## src/rtl/mem_arbiter_pkg.sv

```systemverilog
// ============================================================================
// Module : mem_arbiter_pkg
// Brief  : Shared memory types and the port tag used by the CPU/DMA memory arbiter.
// Rev    : 1.0  initial release
// ============================================================================
`default_nettype none

package mem_arbiter_pkg;

    typedef logic [15:0] addr_t;
    typedef logic [7:0]  data_t;

    typedef enum logic {
        READ  = 1'b0,
        WRITE = 1'b1
    } mw_t;

    typedef enum logic {
        PORT_CPU = 1'b0,
        PORT_DMA = 1'b1
    } port_t;

    localparam int MEM_ARB_MAX_WAIT_DEFAULT = 8;

endpackage

`default_nettype wire

```

## src/rtl/mem_arbiter_if.sv

```systemverilog
// ============================================================================
// Module : mem_arbiter_if
// Brief  : Requester-side access bus (request, grant, tagged read return).
// Rev    : 1.0  initial release
// ============================================================================
`default_nettype none

interface mem_arbiter_if;
    import mem_arbiter_pkg::*;

    logic  req;
    mw_t   mw;
    addr_t addr;
    data_t wdata;
    logic  gnt;
    logic  rvalid;
    data_t rdata;

    modport master (
        output req, mw, addr, wdata,
        input  gnt, rvalid, rdata
    );

    modport slave (
        input  req, mw, addr, wdata,
        output gnt, rvalid, rdata
    );

endinterface

`default_nettype wire

```

## src/rtl/mem_arbiter_wait_guard.sv

```systemverilog
// ============================================================================
// Module : mem_arbiter_wait_guard
// Brief  : Counts consecutive lost DMA cycles and forces a DMA grant at MAX_WAIT.
// Rev    : 1.0  initial release
// ============================================================================
`default_nettype none

module mem_arbiter_wait_guard #(
    parameter int MAX_WAIT = 8,
    parameter int WAIT_W   = 8
) (
    input  wire logic clk,
    input  wire logic reset,
    input  wire logic dma_req_i,
    input  wire logic dma_gnt_i,
    output logic      dma_force_o
);

    localparam logic [WAIT_W-1:0] c_MAX_WAIT = WAIT_W'(MAX_WAIT);
    localparam logic [WAIT_W-1:0] c_ONE      = {{(WAIT_W-1){1'b0}}, 1'b1};

    logic [WAIT_W-1:0] dma_wait_q;
    logic [WAIT_W-1:0] dma_wait_d;

    // Saturate rather than wrap so a stuck count can never fall back below the threshold.
    always_comb begin
        dma_wait_d = dma_wait_q;
        if (!dma_req_i || dma_gnt_i) begin
            dma_wait_d = '0;
        end else if (dma_wait_q != '1) begin
            dma_wait_d = dma_wait_q + c_ONE;
        end
    end

    always_ff @(posedge clk) begin
        if (reset) begin
            dma_wait_q <= '0;
        end else begin
            dma_wait_q <= dma_wait_d;
        end
    end

    assign dma_force_o = dma_req_i && (dma_wait_q == c_MAX_WAIT);

endmodule

`default_nettype wire

```

## src/rtl/mem_arbiter.sv

```systemverilog
// ============================================================================
// Module : mem_arbiter
// Brief  : CPU/DMA arbiter for the single-port cpumemory; CPU priority, tagged
//          one-cycle read return. MEM_ARB_WAIT_GUARD_EN enables DMA anti-starvation.
// Rev    : 1.0  initial release
// ============================================================================
`default_nettype none

module mem_arbiter
    import mem_arbiter_pkg::*;
#(
    parameter int MAX_WAIT = MEM_ARB_MAX_WAIT_DEFAULT,
    parameter int WAIT_W   = 8
) (
    input  wire logic    clk,
    input  wire logic    reset,
    mem_arbiter_if.slave cpu,
    mem_arbiter_if.slave dma,
    output mw_t          mem_mw,
    output addr_t        mem_addr,
    output data_t        mem_wdata,
    input  wire data_t   mem_rdata
);

    logic  w_dma_force;
    logic  w_cpu_gnt;
    logic  w_dma_gnt;
    logic  rd_pend_q;
    logic  rd_pend_d;
    port_t rd_port_q;
    port_t rd_port_d;

`ifdef MEM_ARB_WAIT_GUARD_EN
    mem_arbiter_wait_guard #(
        .MAX_WAIT (MAX_WAIT),
        .WAIT_W   (WAIT_W)
    ) u_wait_guard (
        .clk         (clk),
        .reset       (reset),
        .dma_req_i   (dma.req),
        .dma_gnt_i   (w_dma_gnt),
        .dma_force_o (w_dma_force)
    );
`else
    // Strict CPU priority; the expression is constant 0 for any legal parameter set.
    assign w_dma_force = (MAX_WAIT < 0) && (WAIT_W < 0);
`endif

    always_comb begin
        w_cpu_gnt = 1'b0;
        w_dma_gnt = 1'b0;
        if (!reset) begin
            if (dma.req && (w_dma_force || !cpu.req)) begin
                w_dma_gnt = 1'b1;
            end else if (cpu.req) begin
                w_cpu_gnt = 1'b1;
            end
        end
    end

    // Idle cycles present a harmless read of address 0.
    always_comb begin
        mem_mw    = READ;
        mem_addr  = '0;
        mem_wdata = '0;
        if (w_cpu_gnt) begin
            mem_mw    = cpu.mw;
            mem_addr  = cpu.addr;
            mem_wdata = cpu.wdata;
        end else if (w_dma_gnt) begin
            mem_mw    = dma.mw;
            mem_addr  = dma.addr;
            mem_wdata = dma.wdata;
        end
    end

    always_comb begin
        rd_pend_d = (w_cpu_gnt && (cpu.mw == READ)) || (w_dma_gnt && (dma.mw == READ));
        rd_port_d = w_dma_gnt ? PORT_DMA : PORT_CPU;
    end

    always_ff @(posedge clk) begin
        if (reset) begin
            rd_pend_q <= 1'b0;
            rd_port_q <= PORT_CPU;
        end else begin
            rd_pend_q <= rd_pend_d;
            rd_port_q <= rd_port_d;
        end
    end

    assign cpu.gnt    = w_cpu_gnt;
    assign dma.gnt    = w_dma_gnt;
    // Gating with reset drops a read whose return would land in a reset cycle.
    assign cpu.rvalid = rd_pend_q && !reset && (rd_port_q == PORT_CPU);
    assign dma.rvalid = rd_pend_q && !reset && (rd_port_q == PORT_DMA);
    assign cpu.rdata  = mem_rdata;
    assign dma.rdata  = mem_rdata;

endmodule

`default_nettype wire

```

## src/flat_wrapper.sv

```systemverilog
// flat-port wrapper written by rule: the top's interface ports become plain ports
module mem_arbiter_flat import mem_arbiter_pkg::*;
#(
    parameter int MAX_WAIT = MEM_ARB_MAX_WAIT_DEFAULT,
    parameter int WAIT_W   = 8
)
  (clk, reset, mem_mw, mem_addr, mem_wdata, mem_rdata, cpu_req, cpu_mw, cpu_addr, cpu_wdata, cpu_gnt, cpu_rvalid, cpu_rdata, dma_req, dma_mw, dma_addr, dma_wdata, dma_gnt, dma_rvalid, dma_rdata);
  mem_arbiter_if cpu_i ();
  mem_arbiter_if dma_i ();
  input  wire logic clk;
  input  wire logic reset;
  output mw_t mem_mw;
  output addr_t mem_addr;
  output data_t mem_wdata;
  input  wire data_t mem_rdata;
  input wire logic [$bits(cpu_i.req)-1:0] cpu_req;
  input wire logic [$bits(cpu_i.mw)-1:0] cpu_mw;
  input wire logic [$bits(cpu_i.addr)-1:0] cpu_addr;
  input wire logic [$bits(cpu_i.wdata)-1:0] cpu_wdata;
  output wire logic [$bits(cpu_i.gnt)-1:0] cpu_gnt;
  output wire logic [$bits(cpu_i.rvalid)-1:0] cpu_rvalid;
  output wire logic [$bits(cpu_i.rdata)-1:0] cpu_rdata;
  input wire logic [$bits(dma_i.req)-1:0] dma_req;
  input wire logic [$bits(dma_i.mw)-1:0] dma_mw;
  input wire logic [$bits(dma_i.addr)-1:0] dma_addr;
  input wire logic [$bits(dma_i.wdata)-1:0] dma_wdata;
  output wire logic [$bits(dma_i.gnt)-1:0] dma_gnt;
  output wire logic [$bits(dma_i.rvalid)-1:0] dma_rvalid;
  output wire logic [$bits(dma_i.rdata)-1:0] dma_rdata;
  assign cpu_i.req = cpu_req;
  assign cpu_i.mw = cpu_mw;
  assign cpu_i.addr = cpu_addr;
  assign cpu_i.wdata = cpu_wdata;
  assign cpu_gnt = cpu_i.gnt;
  assign cpu_rvalid = cpu_i.rvalid;
  assign cpu_rdata = cpu_i.rdata;
  assign dma_i.req = dma_req;
  assign dma_i.mw = dma_mw;
  assign dma_i.addr = dma_addr;
  assign dma_i.wdata = dma_wdata;
  assign dma_gnt = dma_i.gnt;
  assign dma_rvalid = dma_i.rvalid;
  assign dma_rdata = dma_i.rdata;
  mem_arbiter #(.MAX_WAIT(MAX_WAIT), .WAIT_W(WAIT_W)) u_core (.clk(clk), .reset(reset), .cpu(cpu_i), .dma(dma_i), .mem_mw(mem_mw), .mem_addr(mem_addr), .mem_wdata(mem_wdata), .mem_rdata(mem_rdata));
endmodule
```

## config.mk

```make
export PLATFORM = sky130hd
export DESIGN_NAME = mem_arbiter_flat
export DESIGN_NICKNAME = d
export VERILOG_FILES = /design/src/rtl/mem_arbiter_pkg.sv /design/src/rtl/mem_arbiter_if.sv /design/src/rtl/mem_arbiter_wait_guard.sv /design/src/rtl/mem_arbiter.sv /design/src/flat_wrapper.sv
export SDC_FILE = /design/constraint.sdc
export NUM_CORES = 1
export LEC_CHECK = 0
export CORE_UTILIZATION = 19
export CTS_CLUSTER_DIAMETER = 40
export CTS_CLUSTER_SIZE = 28
export DETAILED_ROUTE_END_ITERATION = 10
export HOLD_SLACK_MARGIN = 0.03
export PLACE_DENSITY_LB_ADDON = 0.25
export SYNTH_ARGS = -nofsm -noshare
export SYNTH_HDL_FRONTEND = slang
export SYNTH_SLANG_ARGS = --single-unit
```

## constraint.sdc

```tcl
create_clock -name clk -period 1.19 [get_ports clk]
set_clock_uncertainty 0.2 [all_clocks]
set_input_delay 0.1785 -clock clk [delete_from_list [all_inputs] [get_ports clk]]
set_output_delay 0.1785 -clock clk [all_outputs]
set_load 0.05 [all_outputs]
```

==> impl_results.rst <==
.. list-table::
   :header-rows: 1

   * - Metric
     - Value
   * - Setup repair after global routing missed its margin
     - yes
   * - Required arrival time at the worst endpoint
     - 0.81 ns
   * - Data arrival time of the critical path
     - 1.05 ns
   * - Final Hold Vio Count
     - 0
   * - Hold bufs inserted after CTS
     - 0
   * - DIE WIDTH
     - 55.2 µm
   * - Site Rows
     - 18
   * - Port-buffer cells
     - 82
   * - Final critical-path required period
     - 1.43 ns
   * - Actual transition at the worst max-transition pin
     - 0.185 ns
   * - Area overhead of the layout relative to synthesis
     - 242%
   * - Number of warnings reported in the yosys synthesis log
     - 0
   * - Worst slew margin relative to its limit
     - 0.876
   * - DRC violations left
     - 0
   * - CTS HTree Levels
     - 1
   * - Tcrit/Tclk final
     - 1.20
   * - Sort of element at the start of the critical path
     - input port
   * - Most common library cell in the layout ignoring fill and taps
     - clkdlybuf4s50_1
   * - Number of sinks on the clock net
     - 2
   * - DRC violation total after the first TritonRoute iteration
     - 21
   * - Global-route wire length before repair
     - 4.73 mm
   * - Number of CTS-inserted buffers
     - 3
   * - Number of filler cells placed in the layout
     - 192
   * - Starting density of the core
     - 0.210
   * - Average cell area after synthesis
     - 8.97 µm²
   * - Violated checks
     - negative setup slack
   * - Fraction of layout cells with a size suffix above 1
     - 0.617
   * - Max Transition Viols Final
     - 0
   * - Pin count of the biggest net entering global routing
     - 19
   * - GRT Total Usage
     - 0.201
   * - Area post-placement
     - 0.00165 mm²
   * - Routed length on met1
     - 1.16 mm
   * - Maximum net fanout on the critical path
     - 18
   * - Max-capacitance violation count
     - 0
   * - Die Ht
     - 55.2 µm
   * - Buffer cell driving the clock tree root
     - clkbuf_4
   * - Status
     - finished with violations
   * - Number of global-route vias before repair
     - 903
   * - Syn nets
     - 122
   * - Cell area after layout
     - 0.00184 mm²
   * - Placeable core region
     - 0.00257 mm²
   * - Proportion of synthesized chip area in sequential cells
     - 0.0744
   * - Via count
     - 859
   * - # diodes
     - 0
   * - Clock tree buffer depth
     - 2
   * - Pwr Density
     - 590 mW/mm²
   * - TritonCTS clock tree
     - done
   * - Initial antenna violation count
     - 0
   * - Detailed Routing Iterations Pass 1
     - 4
   * - Total wire length
     - 3.16 mm
   * - Antenna violation net count after detailed routing
     - 0
   * - Post-synthesis cell count
     - 60
   * - Commonest non-fill, non-tap cells in the layout
     - clkdlybuf4s50_1 (42), buf_12 (32), a32o_2 (25)
   * - Detailed placer's ending HPWL
     - 2.21 mm
   * - Routed via count divided by cell count
     - 5.02
   * - Count of different cell masters after synthesis
     - 12
   * - Total length of routed met2 wires
     - 1.73 mm
   * - Detailed-route wire length per cell
     - 18.5 µm
   * - Leakage power figure
     - 0.870 nW
   * - Path category of the worst min-delay check
     - in2out
   * - Grt ovf
     - 0
   * - Final weighted congestion in routability-driven placement
     - 0.772
   * - Count of boundary I/O pins
     - 107
   * - Synthesized cell area
     - 538 µm²
   * - Fmax
     - 700 MHz
   * - Final Hold Slack
     - 0.157 ns
   * - Classification of the worst setup path
     - in2out
   * - Met3 wirelength from detailed routing
     - 224 µm
   * - Number of failing setup endpoints in the final timing report
     - 29
   * - Flop and latch count out of synthesis
     - 2
   * - Fin nets
     - 205
   * - Critical Path Sink Type
     - output pin
   * - Die outline area
     - 0.00305 mm²
   * - Setup ws final
     - -0.238 ns
   * - Peak supply drop
     - 0.460 mV
   * - Top Metal Used
     - met4
-- through the flow --
step | worst slack [ns] | utilization | TNS [ns] | total power, mW | cells
final | -0.238 | 0.717 | -5.95 | 1.09 | 171
after global routing | -0.272 | 0.717 | -6.82 | 1.13 | 171
after CTS | -0.227 | 0.712 | -5.66 | 1.09 | 170
after detailed placement | -0.639 | 0.641 | -18.08 | 0.873 | 155
after global placement | -0.606 | 0.641 | -17.27 | 0.862 | 155
after floorplan | -0.0825 | - | -1.31 | 0.552 | 60
-- metal layers --
| metal | global-route usage | vias up |
|---|---|---|
| met1 | 0.216 | 403 |
| met3 | 0.0562 | 10 |
| met2 | 0.377 | 45 |
| li1 | - | 401 |
| met4 | 0.0571 | 0 |
| met5 | 0 | - |
-- synth_stat cells --
cell type / instances / area [µm²]
a32o_1: 26 / 260
and2_1: 2 / 12.5
and3b_1: 1 / 8.76
buf_2: 3 / 15.0
buf_4: 17 / 128
buf_6: 3 / 33.8
clkbuf_2: 1 / 5.00
dfxtp_1: 2 / 40.0
inv_1: 2 / 7.51
nor2_4: 1 / 11.3
nor2b_2: 1 / 8.76
nor3b_1: 1 / 7.51
-- report_power, final --
part,switching (mW),internal (mW)
Clock,0.0411,0.111
Sequential,0.00232,0.0718
Combinational,0.369,0.490
Total,0.413,0.673
-- final timing paths --
path      endpoint         start  cells after the start  slack (ns)
max    mem_addr[6]         reset                      6       -0.24
min   cpu_rdata[3]  mem_rdata[3]                      0        0.16
-- logic make-up after synthesis --
group / synth area share
buffers and inverters: 0.351
and+or+nand+nor: 0.0907
DFF: 0.0744
AOI/OAI and AO/OA: 0.484
-- cell type report --
class,instances,area [µm²],area share
Timing Repair Buffer,102,1370,0.744
Sequential cell,2,42.5,0.0231
Multi-Input combinational cell,32,360,0.196
Tap cell,30,37.5,0.0204
Clock buffer,3,22.5,0.0122
Inverter,2,7.51,0.00408
-- what timing repair did --
item | CTS | global route
buffers inserted | 10 | 1
setup endpoints to repair | 31 | 29
pin swaps | 18 | 0
cloned | 4 | 0
gates resized for setup | 38 | 2
-- registers in the layout, summed over array words and instances (netlist names) --
signal            flops
u_core.rd_pend_q      1
u_core.rd_port_q      1
-- critical path: stages --
cell,delay (ns)
buf_8,0.10
buf_6,0.11
nor2b_4,0.17
buf_12,0.17
a32o_2,0.17
buf_12,0.14
No activity file was read; power rests on OpenSTA's default activity.
==> edit: new RTL, same settings <==
Add a define of `MEM_ARB_WAIT_GUARD_EN`.
--- a/src/rtl/mem_arbiter.sv
+++ b/src/rtl/mem_arbiter.sv
@@ -7,2 +7,4 @@
 `default_nettype none
+
+`define MEM_ARB_WAIT_GUARD_EN
 
Behaviour: not the same (a bounded check fails within 10 cycles, from zero or initial values and one cycle with reset high).
==> edit against the unedited design <==
The flow still finishes with violations (setup timing); cell area increased by 35%; maximum frequency is 38% lower; sequential cell count grew 8; via count up 56%; worst setup slack lost 0.87 ns; worst hold slack barely moved; synthesized area up 90%; critical endpoint is now mem_addr[5]; die area increased by 86%; sequential share of layout area is 6.0 points higher; routed wire length increased by 36%; total power grew 54%; largest power group unchanged.
==> edit: results <==
{
  "reg2reg_depth": 4,
  "drtIter0Drc": 32,
  "grt_max_degree": 28,
  "clkTransAtPathRegs_ns": 0.05,
  "grt_pass1_vias": 1342,
  "status": "finished, violations left",
  "htreeDepth": 1,
  "nets": 267,
  "yosys-top-cells-area": "a32o_1 (25%), dfxtp_1 (20%), buf_4 (12%)",
  "synth.distinct_cells": 34,
  "hp-class": "in -> out",
  "numPortBuffers": 82,
  "max_slew_margin_pct": 74.9,
  "violations": "setup timing",
  "reg2reg_to": "u_core.rd_pend_q$_SDFF_PP0_",
  "place_area_um2": 2230,
  "firstDrtPassIters": 4,
  "synth_fp_nets": 182,
  "clock_latency_ns": 0.24,
  "synth_ff_type": "dfxtp_1",
  "grt_usage_pct": 15.4,
  "power.leakage_nw": 1.05,
  "reg2reg_slack_ns": -0.62,
  "ys_seq_area_share_pct": 19.6,
  "drive_above_1_share_pct": 53.0,
  "crit_end": "mem_addr[5]",
  "yosys.area.top_type_share_pct": 24.5,
  "numCtsBuffers": 3,
  "async_reset_ff_share_pct": 0,
  "yosysWarnings": 0,
  "finalSetupTns_ns": -35.37,
  "grt_antenna_before_repair": 0,
  "cp.arrival_ns": 1.92,
  "gp_congestion": 0.717,
  "n_fill_cell": 499,
  "clockRootBuffer": "clkbuf_8",
  "synthTopCellsByCount": "a32o_1 (25), buf_4 (16), dfxtp_1 (10)",
  "synth.most_common_cell": "a32o_1",
  "worst_slack_ns": -1.11,
  "final-setup-viol-count": 39,
  "path_max_fanout": 14,
  "dp.final_hpwl_um": 3130,
  "peakVddDrop_mv": 0.277,
  "wl_um": 4310,
  "grt_pass1_wl_um": 6490,
  "reg_top3": "u_core.u_wait_guard.dma_wait_q: 8 flops, u_core.rd_pend_q: 1 flops, u_core.rd_port_q: 1 flops",
  "cp-startpoint": "u_core.u_wait_guard.dma_wait_q[5]$_SDFFE_PP0P_",
  "vias_per_cell": 4.91,
  "diodes": 0,
  "clk_path_buf_depth": 2
}
-- edit: cell types whose count changed in the layout (fill, tap and decap cells not counted), moves of 4 or more --
| cell | delta |
|---|---|
| a21oi_1 | +4 |
| buf_4 | +14 |
| buf_6 | -5 |
| clkbuf_8 | +4 |
| clkdlybuf4s50_1 | +9 |
| dfxtp_1 | +5 |
| dlygate4sd2_1 | -7 |
| nor2_1 | +4 |
| nor4_1 | +5 |
-- edit: critical path, cell delays in order, from the launching register on --
cell and delay [ns]:
dfxtp_2 0.32, or4b_4 0.53, o211a_4 0.28, buf_12 0.15, a32o_2 0.25, buf_12 0.15
-- edit: final cells by class --
cell class                      instances  area (µm²)  area share (%)
Timing Repair Buffer                  112        1430            57.6
Multi-Input combinational cell         72         687            27.7
Sequential cell                        10         206            8.33
Tap cell                               70        87.6            3.54
Clock buffer                            4        55.1            2.22
Inverter                                4        15.0           0.606
-- edit: per-layer routing --
| layer | GRT usage [%] | part of all wire, % | vias up |
|---|---|---|---|
| met3 | 3.70 | 7.4 | 9 |
| met1 | 16.0 | 35 | 628 |
| met2 | 29.9 | 56 | 70 |
| met5 | 0 | 0 | - |
| met4 | 5.56 | 1.6 | 0 |
| li1 | - | - | 629 |
-- edit: per-stage QoR --
step	power, W	instances
after floorplan	0.000843	118
after global placement	0.00117	259
after detailed placement	0.00118	259
after CTS	0.00169	273
after global routing	0.00172	272
final	0.00167	272
-- edit: cell families (layout without fill, tap and decap cells) --
kind of cell    after synthesis  count (layout)  synth area share (%)
compound gates               40              40                  36.8
buf+inv                      36             120                  23.2
simple gates                 30              30                  18.0
flops                        10              10                  19.6
fa+ha+maj                     2               2                  2.45
-- edit: what timing repair did --
item                                    CTS  global route
hold buffers                              0             0
endpoints found under the setup margin   39            39
pin swaps                                 5             3
buffers inserted                          7             0
resized for setup                        26             1
gates cloned                              4             0
-- edit: where the power goes --
| part | switching (W) | internal (W) |
|---|---|---|
| combinational | 0.000382 | 0.000502 |
| sequential | 0.00000379 | 0.000342 |
| clock | 0.000147 | 0.000292 |
| total | 0.000533 | 0.00114 |
-- edit: worst min path at each step --
stage               slack (ns)                          end    startpoint  cells after the start
CTS                       0.16                 dma_rdata[2]  mem_rdata[2]                      0
global route              0.16                 cpu_rdata[6]  mem_rdata[6]                      0
detailed placement        0.16                 dma_rdata[2]  mem_rdata[2]                      0
finish                    0.16                 dma_rdata[2]  mem_rdata[2]                      0
floorplan                 0.15  u_core.rd_pend_q$_SDFF_PP0_        cpu_mw                      2
global placement          0.16                 dma_rdata[2]  mem_rdata[2]                      0
